`src/rtl/axis_tpg_pkg.sv`:
```
// Shared definitions for the AXI4-Stream test-pattern generator.
// Contents: pattern mode encodings, FSM states, byte-lane order and the colour-bar table.
package axis_tpg_pkg;

    typedef enum logic [1:0] {
        TPG_SOLID = 2'd0,
        TPG_BARS  = 2'd1,
        TPG_GRAD  = 2'd2,
        TPG_CHECK = 2'd3
    } tpg_mode_e;

    typedef enum logic {
        ST_IDLE = 1'b0,
        ST_RUN  = 1'b1
    } tpg_state_e;

    // Bytes leave blue first, so lane 0 is the low byte of {R,G,B}.
    localparam logic [1:0] LANE_B = 2'd0;
    localparam logic [1:0] LANE_G = 2'd1;
    localparam logic [1:0] LANE_R = 2'd2;

    function automatic logic [23:0] bar_rgb(input logic [2:0] idx);
        case (idx)
            3'd0:    bar_rgb = 24'hFFFFFF;
            3'd1:    bar_rgb = 24'hFFFF00;
            3'd2:    bar_rgb = 24'h00FFFF;
            3'd3:    bar_rgb = 24'h00FF00;
            3'd4:    bar_rgb = 24'hFF00FF;
            3'd5:    bar_rgb = 24'hFF0000;
            3'd6:    bar_rgb = 24'h0000FF;
            default: bar_rgb = 24'h000000;
        endcase
    endfunction

    function automatic logic [7:0] rgb_lane(input logic [23:0] rgb, input logic [1:0] lane);
        case (lane)
            LANE_B:  rgb_lane = rgb[7:0];
            LANE_G:  rgb_lane = rgb[15:8];
            default: rgb_lane = rgb[23:16];
        endcase
    endfunction

endpackage

```
`src/rtl/axis_tpg_if.sv`:
```
// AXI4-Stream byte channel between the pattern generator and its sink.
interface axis_tpg_if;
    logic       tvalid;
    logic       tready;
    logic [7:0] tdata;
    logic       tstrb;
    logic       tkeep;
    logic       tlast;

    modport master (output tvalid, tdata, tstrb, tkeep, tlast, input tready);
    modport slave  (input tvalid, tdata, tstrb, tkeep, tlast, output tready);
endinterface

```
`src/rtl/axis_tpg_pattern.sv`:
```
// Combinational pattern function.
// Maps (mode, fill colour, column, row) to the 24-bit {R,G,B} pixel.
module axis_tpg_pattern
    import axis_tpg_pkg::*;
#(
    parameter int COL_W = 11,
    parameter int ROW_W = 10
) (
    input  tpg_mode_e        i_mode,
    input  logic [23:0]      i_fill,
    input  logic [COL_W-1:0] i_col,
    input  logic [ROW_W-1:0] i_row,
    output logic [23:0]      o_rgb
);

    logic w_unused;
    assign w_unused = &{1'b0, i_row, i_col};

    always_comb begin
        o_rgb = i_fill;
        unique case (i_mode)
            TPG_SOLID: o_rgb = i_fill;
            // Eight equal-width bars across the full column range.
            TPG_BARS:  o_rgb = bar_rgb(i_col[COL_W-1 -: 3]);
            TPG_GRAD:  o_rgb = {3{i_col[7:0]}};
            TPG_CHECK: o_rgb = (i_col[5] ^ i_row[5]) ? 24'hFFFFFF : 24'h000000;
        endcase
    end

endmodule

```
`src/rtl/axis_tpg.sv`:
```
// AXI4-Stream master emitting one frame of test pattern as B,G,R bytes, row-major.
// The byte for the next beat is computed ahead so tdata/tlast come straight from flops.
module axis_tpg
    import axis_tpg_pkg::*;
#(
    parameter int H_PIXELS = 2048,
    parameter int V_LINES  = 720,
    parameter int COL_W    = 11,
    parameter int ROW_W    = 10
) (
    input  logic              axis_aclk,
    input  logic              axis_aresetn,
    input  logic              start,
    input  logic              continuous,
    input  logic [1:0]        mode,
    input  logic [23:0]       fill_rgb,
    axis_tpg_if.master        axis,
    output logic              busy,
    output logic              frame_done
);

    localparam logic [COL_W-1:0] COL_LAST = COL_W'(H_PIXELS - 1);
    localparam logic [ROW_W-1:0] ROW_LAST = ROW_W'(V_LINES - 1);

    tpg_state_e       r_state, w_state_nx;
    tpg_mode_e        r_mode, w_pat_mode;
    logic [23:0]      r_fill, w_pat_fill, w_rgb;
    logic [COL_W-1:0] r_col, w_col_nx;
    logic [ROW_W-1:0] r_row, w_row_nx;
    logic [1:0]       r_byte, w_byte_nx;
    logic [7:0]       r_tdata;
    logic             r_tlast, r_done;
    logic             w_hs, w_load, w_step, w_tlast_nx;

    assign w_hs = (r_state == ST_RUN) && axis.tready;

    always_ff @(posedge axis_aclk or negedge axis_aresetn) begin
        if (!axis_aresetn) r_state <= ST_IDLE;
        else               r_state <= w_state_nx;
    end

    always_comb begin
        w_state_nx = r_state;
        w_load     = 1'b0;
        w_step     = 1'b0;
        w_col_nx   = r_col;
        w_row_nx   = r_row;
        w_byte_nx  = r_byte;
        unique case (r_state)
            ST_IDLE: begin
                if (start) begin
                    w_state_nx = ST_RUN;
                    w_load     = 1'b1;
                end
            end
            ST_RUN: begin
                if (w_hs && r_tlast) begin
                    if (continuous) w_load     = 1'b1;
                    else            w_state_nx = ST_IDLE;
                end else if (w_hs) begin
                    w_step = 1'b1;
                    if (r_byte == LANE_R) begin
                        w_byte_nx = LANE_B;
                        if (r_col == COL_LAST) begin
                            w_col_nx = '0;
                            w_row_nx = r_row + ROW_W'(1);
                        end else begin
                            w_col_nx = r_col + COL_W'(1);
                        end
                    end else begin
                        w_byte_nx = r_byte + 2'd1;
                    end
                end
            end
        endcase
        if (w_load) begin
            w_col_nx  = '0;
            w_row_nx  = '0;
            w_byte_nx = LANE_B;
        end
    end

    // A frame latch uses the live mode/fill so the first byte is already correct.
    assign w_pat_mode = w_load ? tpg_mode_e'(mode) : r_mode;
    assign w_pat_fill = w_load ? fill_rgb : r_fill;
    assign w_tlast_nx = (w_row_nx == ROW_LAST) && (w_col_nx == COL_LAST) && (w_byte_nx == LANE_R);

    axis_tpg_pattern #(
        .COL_W (COL_W),
        .ROW_W (ROW_W)
    ) u_pattern (
        .i_mode (w_pat_mode),
        .i_fill (w_pat_fill),
        .i_col  (w_col_nx),
        .i_row  (w_row_nx),
        .o_rgb  (w_rgb)
    );

    always_ff @(posedge axis_aclk or negedge axis_aresetn) begin
        if (!axis_aresetn) begin
            r_mode  <= TPG_SOLID;
            r_fill  <= '0;
            r_col   <= '0;
            r_row   <= '0;
            r_byte  <= LANE_B;
            r_tdata <= '0;
            r_tlast <= 1'b0;
            r_done  <= 1'b0;
        end else begin
            r_done <= w_hs && r_tlast;
            if (w_load) begin
                r_mode <= tpg_mode_e'(mode);
                r_fill <= fill_rgb;
            end
            if (w_load || w_step) begin
                r_col   <= w_col_nx;
                r_row   <= w_row_nx;
                r_byte  <= w_byte_nx;
                r_tdata <= rgb_lane(w_rgb, w_byte_nx);
                r_tlast <= w_tlast_nx;
            end else if (w_state_nx == ST_IDLE) begin
                r_tlast <= 1'b0;
            end
        end
    end

    assign axis.tvalid = (r_state == ST_RUN);
    assign axis.tdata  = r_tdata;
    assign axis.tstrb  = 1'b1;
    assign axis.tkeep  = 1'b1;
    assign axis.tlast  = r_tlast;
    assign busy        = (r_state == ST_RUN);
    assign frame_done  = r_done;

endmodule

```
`src/flat_wrapper.sv`:
```
// flat-port wrapper written by rule: the top's interface ports become plain ports
module axis_tpg_flat import axis_tpg_pkg::*;
#(
    parameter int H_PIXELS = 2048,
    parameter int V_LINES  = 720,
    parameter int COL_W    = 11,
    parameter int ROW_W    = 10
)
  (axis_aclk, axis_aresetn, start, continuous, mode, fill_rgb, busy, frame_done, axis_tvalid, axis_tdata, axis_tstrb, axis_tkeep, axis_tlast, axis_tready);
  axis_tpg_if axis_i ();
  input  logic axis_aclk;
  input  logic axis_aresetn;
  input  logic start;
  input  logic continuous;
  input  logic [1:0] mode;
  input  logic [23:0] fill_rgb;
  output logic busy;
  output logic frame_done;
  output wire logic [$bits(axis_i.tvalid)-1:0] axis_tvalid;
  output wire logic [$bits(axis_i.tdata)-1:0] axis_tdata;
  output wire logic [$bits(axis_i.tstrb)-1:0] axis_tstrb;
  output wire logic [$bits(axis_i.tkeep)-1:0] axis_tkeep;
  output wire logic [$bits(axis_i.tlast)-1:0] axis_tlast;
  input wire logic [$bits(axis_i.tready)-1:0] axis_tready;
  assign axis_tvalid = axis_i.tvalid;
  assign axis_tdata = axis_i.tdata;
  assign axis_tstrb = axis_i.tstrb;
  assign axis_tkeep = axis_i.tkeep;
  assign axis_tlast = axis_i.tlast;
  assign axis_i.tready = axis_tready;
  axis_tpg #(.H_PIXELS(H_PIXELS), .V_LINES(V_LINES), .COL_W(COL_W), .ROW_W(ROW_W)) u_core (.axis_aclk(axis_aclk), .axis_aresetn(axis_aresetn), .start(start), .continuous(continuous), .mode(mode), .fill_rgb(fill_rgb), .axis(axis_i), .busy(busy), .frame_done(frame_done));
endmodule
```
`config.mk`:
```
export PLATFORM = sky130hd
export DESIGN_NAME = axis_tpg_flat
export DESIGN_NICKNAME = d
export VERILOG_FILES = /design/src/rtl/axis_tpg_pkg.sv /design/src/rtl/axis_tpg_if.sv /design/src/rtl/axis_tpg_pattern.sv /design/src/rtl/axis_tpg.sv /design/src/flat_wrapper.sv
export SDC_FILE = /design/constraint.sdc
export NUM_CORES = 1
export LEC_CHECK = 0
export BUFFER_PORTS_ARGS = -buffer_cell sky130_fd_sc_hd__buf_4
export CAP_MARGIN = 25
export CORE_AREA = 3 3 74 94
export CTS_CLUSTER_DIAMETER = 60
export CTS_CLUSTER_SIZE = 40
export DETAILED_ROUTE_END_ITERATION = 16
export DIE_AREA = 0 0 77 97
export GPL_TIMING_DRIVEN = 0
export PLACE_DENSITY = 0.79
export SYNTH_ARGS = -nofsm -noshare
export SYNTH_HDL_FRONTEND = slang
export SYNTH_HIERARCHICAL = 1
export SYNTH_SLANG_ARGS = --single-unit
```
`constraint.sdc`:
```
create_clock -name axis_aclk -period 9.55 [get_ports axis_aclk]
set_clock_uncertainty 0.15 [all_clocks]
set_input_delay 0.955 -clock axis_aclk [delete_from_list [all_inputs] [get_ports axis_aclk]]
set_output_delay 0.955 -clock axis_aclk [all_outputs]
set_load 0.005 [all_outputs]
```
==> metrics.yaml <==
cts:
  cts_setup_buffers: 0
  cts-root-buf: "clkbuf_8"
  htreeDepth: 3
  cts.clk_slew.worst_paths_ps: 70
  hold_buffers: 0
  numCtsBuffers: 9
  cts_resized: 0
  cts_max_path_buffers: 2
  cts_tree: "built"
  insertion_delay_ps: 340
  clock-sinks: 60
place:
  io_buffers: 42
  placedCellCount: 579
  globalplace.congestion: 0.9341
  hpwl_mm: 7.298
worst_setup_path:
  path_class: "in2reg"
  startpoint: "axis_tready"
  path_max_fanout: 10
  reg2reg_depth: 16
  rr_startpoint: "u_core/r_col[0]$_DFFE_PN0P_"
  r2r-end: "u_core/axis.tdata[6]$_DFFE_PN0P_"
  cp_data_required_time_ps: 9620
  reg2reg_slack_ps: 5130
  worstSetupEndpoint: "u_core/axis.tdata[6]$_DFFE_PN0P_"
  critical-path-max-stage-delay_ps: 560
  crit_slowest_cell: "or4_1"
  cp_data_arrival_time_ps: 4650
  path_cells: "buf_4 > nand3b_4 > or4_1 > buf_2 > buf_2 > nor4_1 > xnor2_1 > nor2_1 > nor2b_2 > o31ai_4 > a21oi_1 > or3_1 > o211ai_1 > o21ai_0 > o221ai_1 > o21ai_0"
  critPathLaunchType: "input port"
  cp-end-kind: "flip-flop"
floorplanning:
  die_w_um: 77
  row_count: 32
  io_pins: 45
  start_util_pct: 58.70
  core_um2: 6126
  die_y_um: 97
  die_area_um2: 7469
synthesis:
  avgSynthCellArea_um2: 7.973
  yosysWarnings: 6
  netlist_area_um2: 3596
  synth_cells: 451
sta:
  rsz0062_at_grt: "no"
  slew_violations: 0
  finalHoldViolCount: 0
  setup_viol: 0
  fmax_mhz: 218.2
  min_period_ps: 4583
  setup_tns_ps: 0
  timing.final.crit_share_pct: 47.99
  worstMarginPinSlew_ps: 786.6
  relSlewSlack_pct: 47.11
grt:
  grt_pass1_wl_mm: 16.43
  use_met3_pct: 3.724
  overflow: 0
  grt_max_degree: 61
  use_met2_pct: 48.86
  antenna_found_initial: 0
  grt_usage_pct: 27.61
  grt_pass1_vias: 3491
  busiest_layer: "met2"
  grtUsageMet1_pct: 31.45
pwr:
  peakVddDrop_mv: 0.09484
  seqPwrFrac_pct: 40.3
  p_leak_nw: 1.901
  power.density_nw_per_um2: 188.4
  combPwrFrac_pct: 32.1
  p_switching_uw: 267.7
  p_int_uw: 525.4
  p_clk_share_pct: 27.6
  p_sw_share_pct: 33.75
final_layout:
  syn2layout_area_growth_pct: 17.05
  layout.cells.non_filler: 594
  drive_above_1_share_pct: 14.54
  final_cell_mix: "nand2_1 (106), dfrtp_1 (60), buf_4 (47), a21oi_1 (46), nor2_1 (33)"
  nFillCells: 538
  diodes: 0
  final_common_cell: "nand2_1"
  final_nets: 538
routing:
  num_vias: 3543
  antenna_left: 0
  drt_iter0_markers: 360
  post_drt_wl_per_cell_um: 16.82
  drt-vias-per-instance: 5.965
  drtPass1Iterations: 5
  drc_errors: 0
  drt-total-wl_mm: 9.993
worst_hold_path:
  hold_path.class: "reg2reg"
run_status:
  status: "complete, no violations"
flow_run:
  max_cap_viol_count: 0
==> per-stage QoR <==
stage	util (%)	total power, mW	hold WS, ps	setup WS [ps]	instance area [um^2]
floorplan	-	0.4805	279.3	5439	3600
global placement	65.65	0.5638	296.5	4869	4021
detailed placement	65.65	0.5714	297.8	4787	4021
CTS	68.71	0.7906	314.8	5104	4209
global route	68.71	0.8382	345.5	4760	4209
finish	68.71	0.7931	317.3	4967	4209
==> how the worst min path moves through the flow <==
stage,start,endpoint,cells after the start
6_report,u_core/r_fill[20]$_DFF_PN0_,u_core/r_fill[20]$_DFF_PN0_,2
5_1_grt,u_core/r_fill[13]$_DFF_PN0_,u_core/r_fill[13]$_DFF_PN0_,2
4_1_cts,u_core/r_fill[13]$_DFF_PN0_,u_core/r_fill[13]$_DFF_PN0_,2
3_5_place_dp,u_core/r_fill[13]$_DFF_PN0_,u_core/r_fill[13]$_DFF_PN0_,2
3_3_place_gp,u_core/r_fill[5]$_DFF_PN0_,u_core/r_fill[5]$_DFF_PN0_,2
2_1_floorplan,u_core/r_fill[13]$_DFF_PN0_,u_core/r_fill[13]$_DFF_PN0_,2
==> registers in the layout (all words and copies together), names as in the netlist, 2 cells and up <==
name / count
u_core/r_fill: 24
u_core/r_col: 11
u_core/r_row: 10
u_core/axis.tdata: 8
u_core/r_byte: 2
u_core/r_mode: 2
==> routing by layer <==
| layer | part of all wire [%] | routed length, um |
|---|---|---|
| met3 | 5.3 | 528 |
| met4 | 5.3 | 527 |
| met5 | 0 | 0 |
| met2 | 50 | 5045 |
| met1 | 39 | 3891 |
==> power groups by stage <==
stage	clock network, mW	logic (mW)	registers [mW]
5_1_grt	0.231	0.281	0.326
3_5_place_dp	0	0.248	0.324
4_1_cts	0.221	0.250	0.319
2_1_floorplan	0	0.159	0.321
3_3_place_gp	0	0.241	0.322
6_report	0.219	0.255	0.319
==> area by class of cell <==
cell class	instances	area (um^2)	area share (%)
well taps	85	106.4	2.527
plain buffers	32	142.6	3.389
clock inverters	1	5.005	0.1189
multi-input cells	356	1941	46.11
clock buffers	14	182.7	4.340
inverters	4	15.01	0.3567
flip-flops and latches	60	1501	35.67
repair buffers	42	315.3	7.491
==> critical path, delay by kind of cell <==
kind / cells / cell delay (ps)
simple gates: 6 / 2000
xor+xnor: 1 / 150
compound gates: 6 / 1030
buf+inv: 3 / 500
Power figures use the tool's default switching activity.
